===== config.mk =====
export PLATFORM = sky130hd
export DESIGN_NAME = alu_cmd_scheduler
export DESIGN_NICKNAME = d
export VERILOG_FILES = /design/src/rtl/alu_cmd_scheduler.sv
export SDC_FILE = /design/constraint.sdc
export NUM_CORES = 1
export LEC_CHECK = 0
export BUFFER_PORTS_ARGS = -buffer_cell sky130_fd_sc_hd__buf_2
export CAP_MARGIN = 20
export CORE_AREA = 3 3 118 120
export CTS_CLUSTER_DIAMETER = 150
export DETAILED_ROUTE_END_ITERATION = 16
export DIE_AREA = 0 0 121 123
export GPL_TIMING_DRIVEN = 0
export PLACE_DENSITY = 0.57
export SLEW_MARGIN = 40
export SYNTH_ARGS = -nofsm -noshare
export SYNTH_HDL_FRONTEND = slang
export SYNTH_SLANG_ARGS = --single-unit

===== constraint.sdc =====
create_clock -name clk -period 5.7 [get_ports clk]
set_clock_uncertainty 0.05 [all_clocks]
set_input_delay 0.855 -clock clk [delete_from_list [all_inputs] [get_ports clk]]
set_output_delay 0.855 -clock clk [all_outputs]
set_load 0.05 [all_outputs]

===== src/rtl/alu_cmd_scheduler.sv =====
// In-order command front-end for the registered 8-bit ALU, one operation in flight at a time.
// Latency: ALU_LATENCY+2 edges from accept to rsp_valid; one result per ALU_LATENCY+2 cycles.
// Backpressure: cmd_ready drops when the FIFO is full; rsp_* is held stable while rsp_ready is low.
module alu_cmd_scheduler #(
    parameter int DEPTH       = 4,
    parameter int ALU_LATENCY = 1
) (
    input  logic       clk,
    input  logic       rst_n,
    input  logic       cmd_valid,
    output logic       cmd_ready,
    input  logic [7:0] cmd_a,
    input  logic [7:0] cmd_b,
    input  logic [2:0] cmd_sel,
    input  logic [3:0] cmd_tag,
    output logic [7:0] alu_a,
    output logic [7:0] alu_b,
    output logic [2:0] alu_sel,
    input  logic [7:0] alu_out,
    input  logic       alu_zero,
    output logic       rsp_valid,
    input  logic       rsp_ready,
    output logic [7:0] rsp_data,
    output logic       rsp_zero,
    output logic [3:0] rsp_tag,
    output logic       busy
);

    typedef struct packed {
        logic [7:0] a;
        logic [7:0] b;
        logic [2:0] sel;
        logic [3:0] tag;
    } cmd_t;

    typedef enum logic [1:0] {
        S_IDLE,
        S_WAIT,
        S_HOLD
    } state_t;

    localparam int             CW       = $clog2(ALU_LATENCY + 1);
    localparam logic [CW-1:0] CNT_INIT = CW'(ALU_LATENCY);
    localparam logic [CW-1:0] CNT_ONE  = CW'(1);

    state_t        state;
    state_t        state_nxt;
    logic [CW-1:0] cnt;
    logic [3:0]    cur_tag;

    cmd_t push_dat;
    cmd_t head_dat;
    logic fifo_full;
    logic fifo_empty;
    logic push_vld;
    logic pop_vld;
    logic capture;
    logic rsp_clr;

    assign push_dat = '{a: cmd_a, b: cmd_b, sel: cmd_sel, tag: cmd_tag};
    // No bypass when full: a pop in the same cycle does not open the door.
    assign push_vld = cmd_valid && !fifo_full;

    fifo #(
        .WIDTH ($bits(cmd_t)),
        .DEPTH (DEPTH)
    ) u_cmd_fifo (
        .clk      (clk),
        .rst_n    (rst_n),
        .push     (push_vld),
        .push_dat (push_dat),
        .pop      (pop_vld),
        .pop_dat  (head_dat),
        .full     (fifo_full),
        .empty    (fifo_empty)
    );

    always_ff @(posedge clk) begin
        if (!rst_n) begin
            state <= S_IDLE;
        end else begin
            state <= state_nxt;
        end
    end

    always_comb begin
        state_nxt = state;
        case (state)
            S_IDLE: if (!fifo_empty) state_nxt = S_WAIT;
            S_WAIT: if (cnt == '0) state_nxt = S_HOLD;
            S_HOLD: if (rsp_valid && rsp_ready) state_nxt = fifo_empty ? S_IDLE : S_WAIT;
            default: state_nxt = S_IDLE;
        endcase
    end

    always_comb begin
        pop_vld = 1'b0;
        capture = 1'b0;
        rsp_clr = 1'b0;
        case (state)
            S_IDLE: pop_vld = !fifo_empty;
            S_WAIT: capture = (cnt == '0);
            S_HOLD: begin
                rsp_clr = rsp_valid && rsp_ready;
                pop_vld = rsp_valid && rsp_ready && !fifo_empty;
            end
            default: ;
        endcase
    end

    // The tag is staged internally so rsp_tag only moves together with the captured result.
    always_ff @(posedge clk) begin
        if (!rst_n) begin
            alu_a     <= '0;
            alu_b     <= '0;
            alu_sel   <= '0;
            cur_tag   <= '0;
            cnt       <= '0;
            rsp_valid <= 1'b0;
            rsp_data  <= '0;
            rsp_zero  <= 1'b0;
            rsp_tag   <= '0;
        end else begin
            if (pop_vld) begin
                alu_a   <= head_dat.a;
                alu_b   <= head_dat.b;
                alu_sel <= head_dat.sel;
                cur_tag <= head_dat.tag;
                cnt     <= CNT_INIT;
            end else if (state == S_WAIT && cnt != '0) begin
                cnt <= cnt - CNT_ONE;
            end
            if (capture) begin
                rsp_valid <= 1'b1;
                rsp_data  <= alu_out;
                rsp_zero  <= alu_zero;
                rsp_tag   <= cur_tag;
            end else if (rsp_clr) begin
                rsp_valid <= 1'b0;
            end
        end
    end

    assign cmd_ready = !fifo_full;
    assign busy      = !fifo_empty || (state != S_IDLE);

endmodule

// Generic synchronous FIFO with wrap-bit pointers; head is visible on pop_dat.
// Latency: a pushed entry appears at the head the cycle after its push edge.
// Backpressure: caller must gate push with !full and pop with !empty.
module fifo #(
    parameter int WIDTH = 8,
    parameter int DEPTH = 4
) (
    input  logic             clk,
    input  logic             rst_n,
    input  logic             push,
    input  logic [WIDTH-1:0] push_dat,
    input  logic             pop,
    output logic [WIDTH-1:0] pop_dat,
    output logic             full,
    output logic             empty
);

    localparam int          AW      = $clog2(DEPTH);
    localparam logic [AW:0] PTR_ONE = (AW + 1)'(1);

    logic [WIDTH-1:0] mem [DEPTH];
    logic [AW:0]      wr_ptr;
    logic [AW:0]      rd_ptr;

    always_ff @(posedge clk) begin
        if (!rst_n) begin
            wr_ptr <= '0;
            rd_ptr <= '0;
        end else begin
            if (push) wr_ptr <= wr_ptr + PTR_ONE;
            if (pop)  rd_ptr <= rd_ptr + PTR_ONE;
        end
    end

    always_ff @(posedge clk) begin
        if (push) mem[wr_ptr[AW-1:0]] <= push_dat;
    end

    assign pop_dat = mem[rd_ptr[AW-1:0]];
    assign empty   = (wr_ptr == rd_ptr);
    assign full    = (wr_ptr[AW] != rd_ptr[AW]) && (wr_ptr[AW-1:0] == rd_ptr[AW-1:0]);

endmodule


==> results of run 1 <==
==> placed cells by master, fill, tap and decap left out, types with 6 or more instances in the layout <==
| cell type | synthesis | final |
|---|---|---|
| a21oi_1 | 19 | 19 |
| buf_2 | 1 | 70 |
| buf_4 | 7 | 7 |
| bufinv_16 | 0 | 6 |
| clkbuf_1 | 12 | 13 |
| clkbuf_16 | 0 | 17 |
| dfxtp_1 | 46 | 46 |
| edfxtp_1 | 92 | 92 |
| mux4_2 | 23 | 23 |
| nand2_1 | 56 | 56 |
| nand3_1 | 26 | 26 |
| nor2_1 | 6 | 6 |
| o21ai_0 | 25 | 25 |
==> power by group through the flow <==
stage	sequential, µW	combinational [µW]	clock [µW]
6_report	1310	1020	1230
5_1_grt	1320	1120	1290
4_1_cts	1310	1040	1250
3_5_place_dp	1330	1040	0
3_3_place_gp	1320	1030	0
2_1_floorplan	1600	482	0
==> registers in the layout, summed over array words and instances, names as in the netlist <==
| name | cells |
|---|---|
| rsp_data | 8 |
| alu_a | 8 |
| cnt | 1 |
| cur_tag | 4 |
| u_cmd_fifo.rd_ptr | 3 |
| rsp_zero | 1 |
| u_cmd_fifo.wr_ptr | 3 |
| rsp_tag | 4 |
| rsp_valid | 1 |
| u_cmd_fifo.mem | 92 |
| state | 2 |
| alu_sel | 3 |
| alu_b | 8 |
==> logic make-up (layout without fill, tap and decap cells) <==
logic type	Yosys count	in the layout	synth area share, %
xor gates and xnor gates	6	6	1.31
adders and majority gates	5	5	1.21
muxes	23	23	10.0
DFF	138	138	71.4
buffers and inverters	27	128	2.52
AOI/OAI and AO/OA	50	50	5.55
and+or+nand+nor	96	96	8.02
==> worst paths after layout <==
path | to | cells past startpoint
worst max register to register | u_cmd_fifo.mem[2][0] | 4
worst max-delay path | busy | 5
worst min-delay path | rsp_zero | 2
worst min register to register | rsp_zero | 2
==> metrics by stage <==
stage	hold WS, ns	instances	util, %	worst slack [ns]	area [µm²]
after floorplan	0.382	345	-	3.58	5160
after global placement	0.389	590	43.8	2.93	5730
after CTS	0.402	622	48.9	3.11	6400
after global routing	0.421	622	48.9	3.02	6400
final	0.400	622	48.9	3.14	6400
after detailed placement	0.394	590	43.8	3.36	5730
==> routing by layer <==
metal | routed length, µm | global-route usage [%] | up-vias
met5 | 0 | 0 | -
met4 | 218 | 6.80 | 0
met3 | 418 | 3.80 | 17
met2 | 5140 | 24.3 | 62
met1 | 4470 | 18.2 | 1468
li1 | - | - | 1456
==> worst min-delay path, cell delays in order (launching register included) <==
cell and delay (ns):
dfxtp_1 0.30, nand2_1 0.05, a21oi_1 0.05
==> layout make-up <==
| class | instances | area [µm²] | area share [%] |
|---|---|---|---|
| Tap cell | 176 | 220 | 3.44 |
| Clock buffer | 18 | 429 | 6.70 |
| Buffer | 21 | 108 | 1.68 |
| Inverter | 6 | 22.5 | 0.352 |
| Timing Repair Buffer | 69 | 345 | 5.39 |
| Sequential cell | 138 | 3680 | 57.5 |
| Multi-Input combinational cell | 180 | 1350 | 21.1 |
| Clock inverter | 14 | 244 | 3.81 |
==> qor.yml, run 1 <==
status: "completed"
viasPerCell: 4.83
syn_inst: 345
cts_resized: 0
vias: 3003
cts_tree: "built"
drive_above_1_share_pct: 31.4
io_buffers: 69
drv_cap: 0
core_area_mm2: 0.0131
worstSetupPathType: "reg2out"
crit_buf_inv: 2
drv_slew: 0
p_per_area_mw_per_mm2: 556
yosys_warnings: 0
internal_power_uw: 2360
clock-root-buffer: "clkbuf_16"
tns_ns: 0
post-route-drc-count: 0
dr.pass1.iters: 4
wl_mm: 10.2
crit_arrival_ns: 1.65
fin_crit_ns: 2.56
wl_per_cell_um: 16.5
min_from: "rsp_zero"
cp_max_fo: 7
ys_seq_area_share_pct: 71.4
clkTransAtPathRegs_ns: 0.06
rows: 42
synth-edff-count: 92
vdd.ir_drop.worst_mv: 0.271
final_hold_viol_count: 0
async_reset_ff_share_pct: 0
reg2reg_slack_ns: 3.55
critPathTopFamily: "buffers and inverters"
p_clk_share_pct: 34.5
initial_core_util_pct: 39.5
grt_usage_pct: 14.7
dp_hpwl_mm: 6.62
yosys.cell_types.count: 28
finalPower_uw: 3560
grt_pass1_wl_mm: 16.1
startpoint: "u_cmd_fifo.rd_ptr[0]"
place.gp.congestion: 0.797
drtAntennaViolNets: 0
numCtsBuffers: 17
num_io_pins: 71
rsz0062_at_grt: "false"
synth_ff_type: "edfxtp_1"
worst_pin_slew_ns: 0.731
crit_path_start_kind: "flip-flop"
grt_overflow: 0
clock_latency_ns: 0.41
synthToLayoutAreaGrowth_pct: 24.1
diodes: 0
die_h_um: 123
synth_most_common_cell: "edfxtp_1"
share_comb_of_total_power_pct: 28.8
yosys.area.top_type_share_pct: 53.5
dieArea_mm2: 0.0149
syn_avg_cell_area_um2: 15.0
swShare_pct: 33.7
antenna_found_initial: 0
reg2reg_from: "u_cmd_fifo.rd_ptr[0]"
cp-end-kind: "primary output"
synthTopCellsByArea: "edfxtp_1 (54%), dfxtp_1 (18%), mux4_2 (10%), nand2_1 (4.1%), nand3_1 (2.5%)"
cp.required_ns: 4.80
power.switching_uw: 1200
finalCritPeriodShare_pct: 44.8
fillers: 1113
fp.dieW_um: 121
path_cells: "buf_4 > xor2_2 > nor2_1 > nand3_1 > buf_2"
slowest_stage: "dfxtp_1"
critPathMaxStageDelay_ns: 0.33
leakagePower_uw: 0.00233
grt_pass1_vias: 2982
post_cts_buffers: 0
max_freq_mhz: 391
clockBufferDepth: 2
holdCritPathClass: "reg2reg"
cts.sinks: 138
yosysTopAreaCell: "edfxtp_1"
grt_max_degree: 24
cts_max_level: 4
drt_iter0_drc: 147
syn-num-nets: 386
setup_viol: 0
nets: 474
ys_ff_latch: 138
slew_headroom_pct: 51.2
hold_buffers: 0
synth_area_mm2: 0.00516
seq_power_share_pct: 36.7
synth.top_cells.by_count: "edfxtp_1 (92), nand2_1 (56), dfxtp_1 (46)"
(Power assumes the default switching activity.)
==> run 2: changes to the inputs <==
- PLACE_DENSITY: 0.57 -> 0.59
- clock period: 5.7 -> 2.15 ns (I/O delays scaled with it)
==> run 2 against run 1 <==
Critical path depth unchanged. Cell area decreased by 1.0%. Sequential power increased to 2.6 times the previous value. Global-route usage decreased by 0.31 points. Flip-flop and latch count unchanged. First-iteration DRC count increased by 14%. Count of clock-buffer cells in the layout increased by 2. Critical endpoint is now cmd_ready. Largest cell class unchanged.
==> qor.yml, run 2 (synthesis results as in run 1) <==
post_cts_buffers: 0  # unchanged
wl_per_cell_um: 16.4  # -0.22%
rows: 42  # unchanged
grt_usage_pct: 14.4  # -0.31 points
cts_resized: 3  # +3
fp.dieW_um: 121  # unchanged
slew_headroom_pct: 55.1  # +3.8 points
rsz0062_at_grt: "false"
drt_iter0_drc: 168  # +14%
worst_pin_slew_ns: 0.674  # -0.0575 ns
cts_tree: "built"
drive_above_1_share_pct: 31.4  # unchanged
status: "completed"
grt_overflow: 0  # unchanged
crit_arrival_ns: 1.62  # -0.03 ns
drv_slew: 0  # unchanged
dp_hpwl_mm: 6.69  # +0.96%
finalPower_uw: 8980  # +150%
place.gp.congestion: 0.757  # -4.9%
dp_slack_ns: -0.0747  # -3.43 ns
wl_mm: 10.2  # -0.22%
grt_max_degree: 24  # unchanged
final_common_cell: "edfxtp_1"
cts_max_level: 4  # unchanged
dieArea_mm2: 0.0149  # unchanged
worstSetupPathType: "reg2out"
antenna_found_initial: 1  # +1
largest_reg_flops: 92  # unchanged
leakagePower_uw: 0.00229  # -1.6%
setup_viol: 0  # unchanged
die_h_um: 123  # unchanged
vdd.ir_drop.worst_mv: 0.634  # +130%
layout_common_cells: "edfxtp_1 (92), buf_2 (70), nand2_1 (56)"
holdCritPathClass: "in2reg"
finalNonFillerCells: 622  # unchanged
clock-root-buffer: "clkbuf_16"
cp_max_fo: 7  # unchanged
viasPerCell: 4.80  # -0.50%
grt_pass1_vias: 2995  # +0.44%
grt_pass1_wl_mm: 15.8  # -1.9%
clock_latency_ns: 0.40  # about the same
post-route-drc-count: 0  # unchanged
io_buffers: 69  # unchanged
final_hold_viol_count: 0  # unchanged
clockBufferDepth: 2  # unchanged
core_area_mm2: 0.0131  # unchanged
diodes: 0  # unchanged
vias: 2988  # -0.50%
drv_cap: 0  # unchanged
initial_core_util_pct: 39.5  # unchanged
cts.sinks: 138  # unchanged
crit_path_start_kind: "flip-flop"
layout_setup_ws_ns: 0.153  # -2.99 ns
nets: 474  # unchanged
post-place-cells: 590  # unchanged
tns_ns: 0  # unchanged
drtAntennaViolNets: 0  # unchanged
hold_buffers: 0  # unchanged
p_per_area_mw_per_mm2: 1420  # +150%
dr.pass1.iters: 4  # unchanged
synthToLayoutAreaGrowth_pct: 22.8
num_io_pins: 71  # unchanged
fin_crit_ns: 2.00
cp-end-kind: "primary output"
numCtsBuffers: 17  # unchanged
clkTransAtPathRegs_ns: 0.06  # about the same
finalCritPeriodShare_pct: 92.9
max_freq_mhz: 501
cp.required_ns: 1.78  # -3.02 ns
run 2: critical path, cell delays in order (launching register included):
cell and delay [ns]:
dfxtp_1 0.34, buf_4 0.22, xor2_4 0.22, nor2_1 0.08, nand2_1 0.10, buf_2 0.27
run 2: routing by layer:
layer	track usage (%)	wire length, µm
met1	17.4	4270
met2	24.6	5230
met3	4.99	632
met4	4.25	80
met5	0	13
run 2: cell type report:
cell class	instances	area, µm²
flip-flops and latches	138	3680
plain buffers	21	108
multi-input cells	180	1380
well taps	176	220
clock inverters	12	124
repair buffers	69	345
clock buffers	20	457
inverters	6	22.5
fillers	1132	6750
run 2: metrics by stage:
stage / utilization (%) / instance area [µm²] / hold WS, ns
after floorplan: - / 5160 / 0.371
after global placement: 43.8 / 5730 / 0.389
after detailed placement: 43.8 / 5730 / 0.394
after CTS: 48.3 / 6320 / 0.0712
after global routing: 48.4 / 6340 / 0.0729
final: 48.4 / 6340 / 0.0851
run 2: power by group:
group | total (µW) | switching [µW] | leakage, µW | internal, µW
clock network | 2790 | 1030 | 0.000279 | 1760
registers | 3470 | 222 | 0.00122 | 3250
logic | 2720 | 1890 | 0.000790 | 837
run 2: final timing paths:
check / slack [ns] / startpoint / to / cells past startpoint
worst max-delay path: 0.15 / u_cmd_fifo.rd_ptr[0] / cmd_ready / 5
worst min-delay path: 0.09 / cmd_sel[0] / u_cmd_fifo.mem[0][4] / 1
worst max register to register: 0.19 / u_cmd_fifo.rd_ptr[1] / u_cmd_fifo.mem[3][10] / 4
worst min register to register: 0.40 / rsp_data[7] / rsp_data[7] / 2
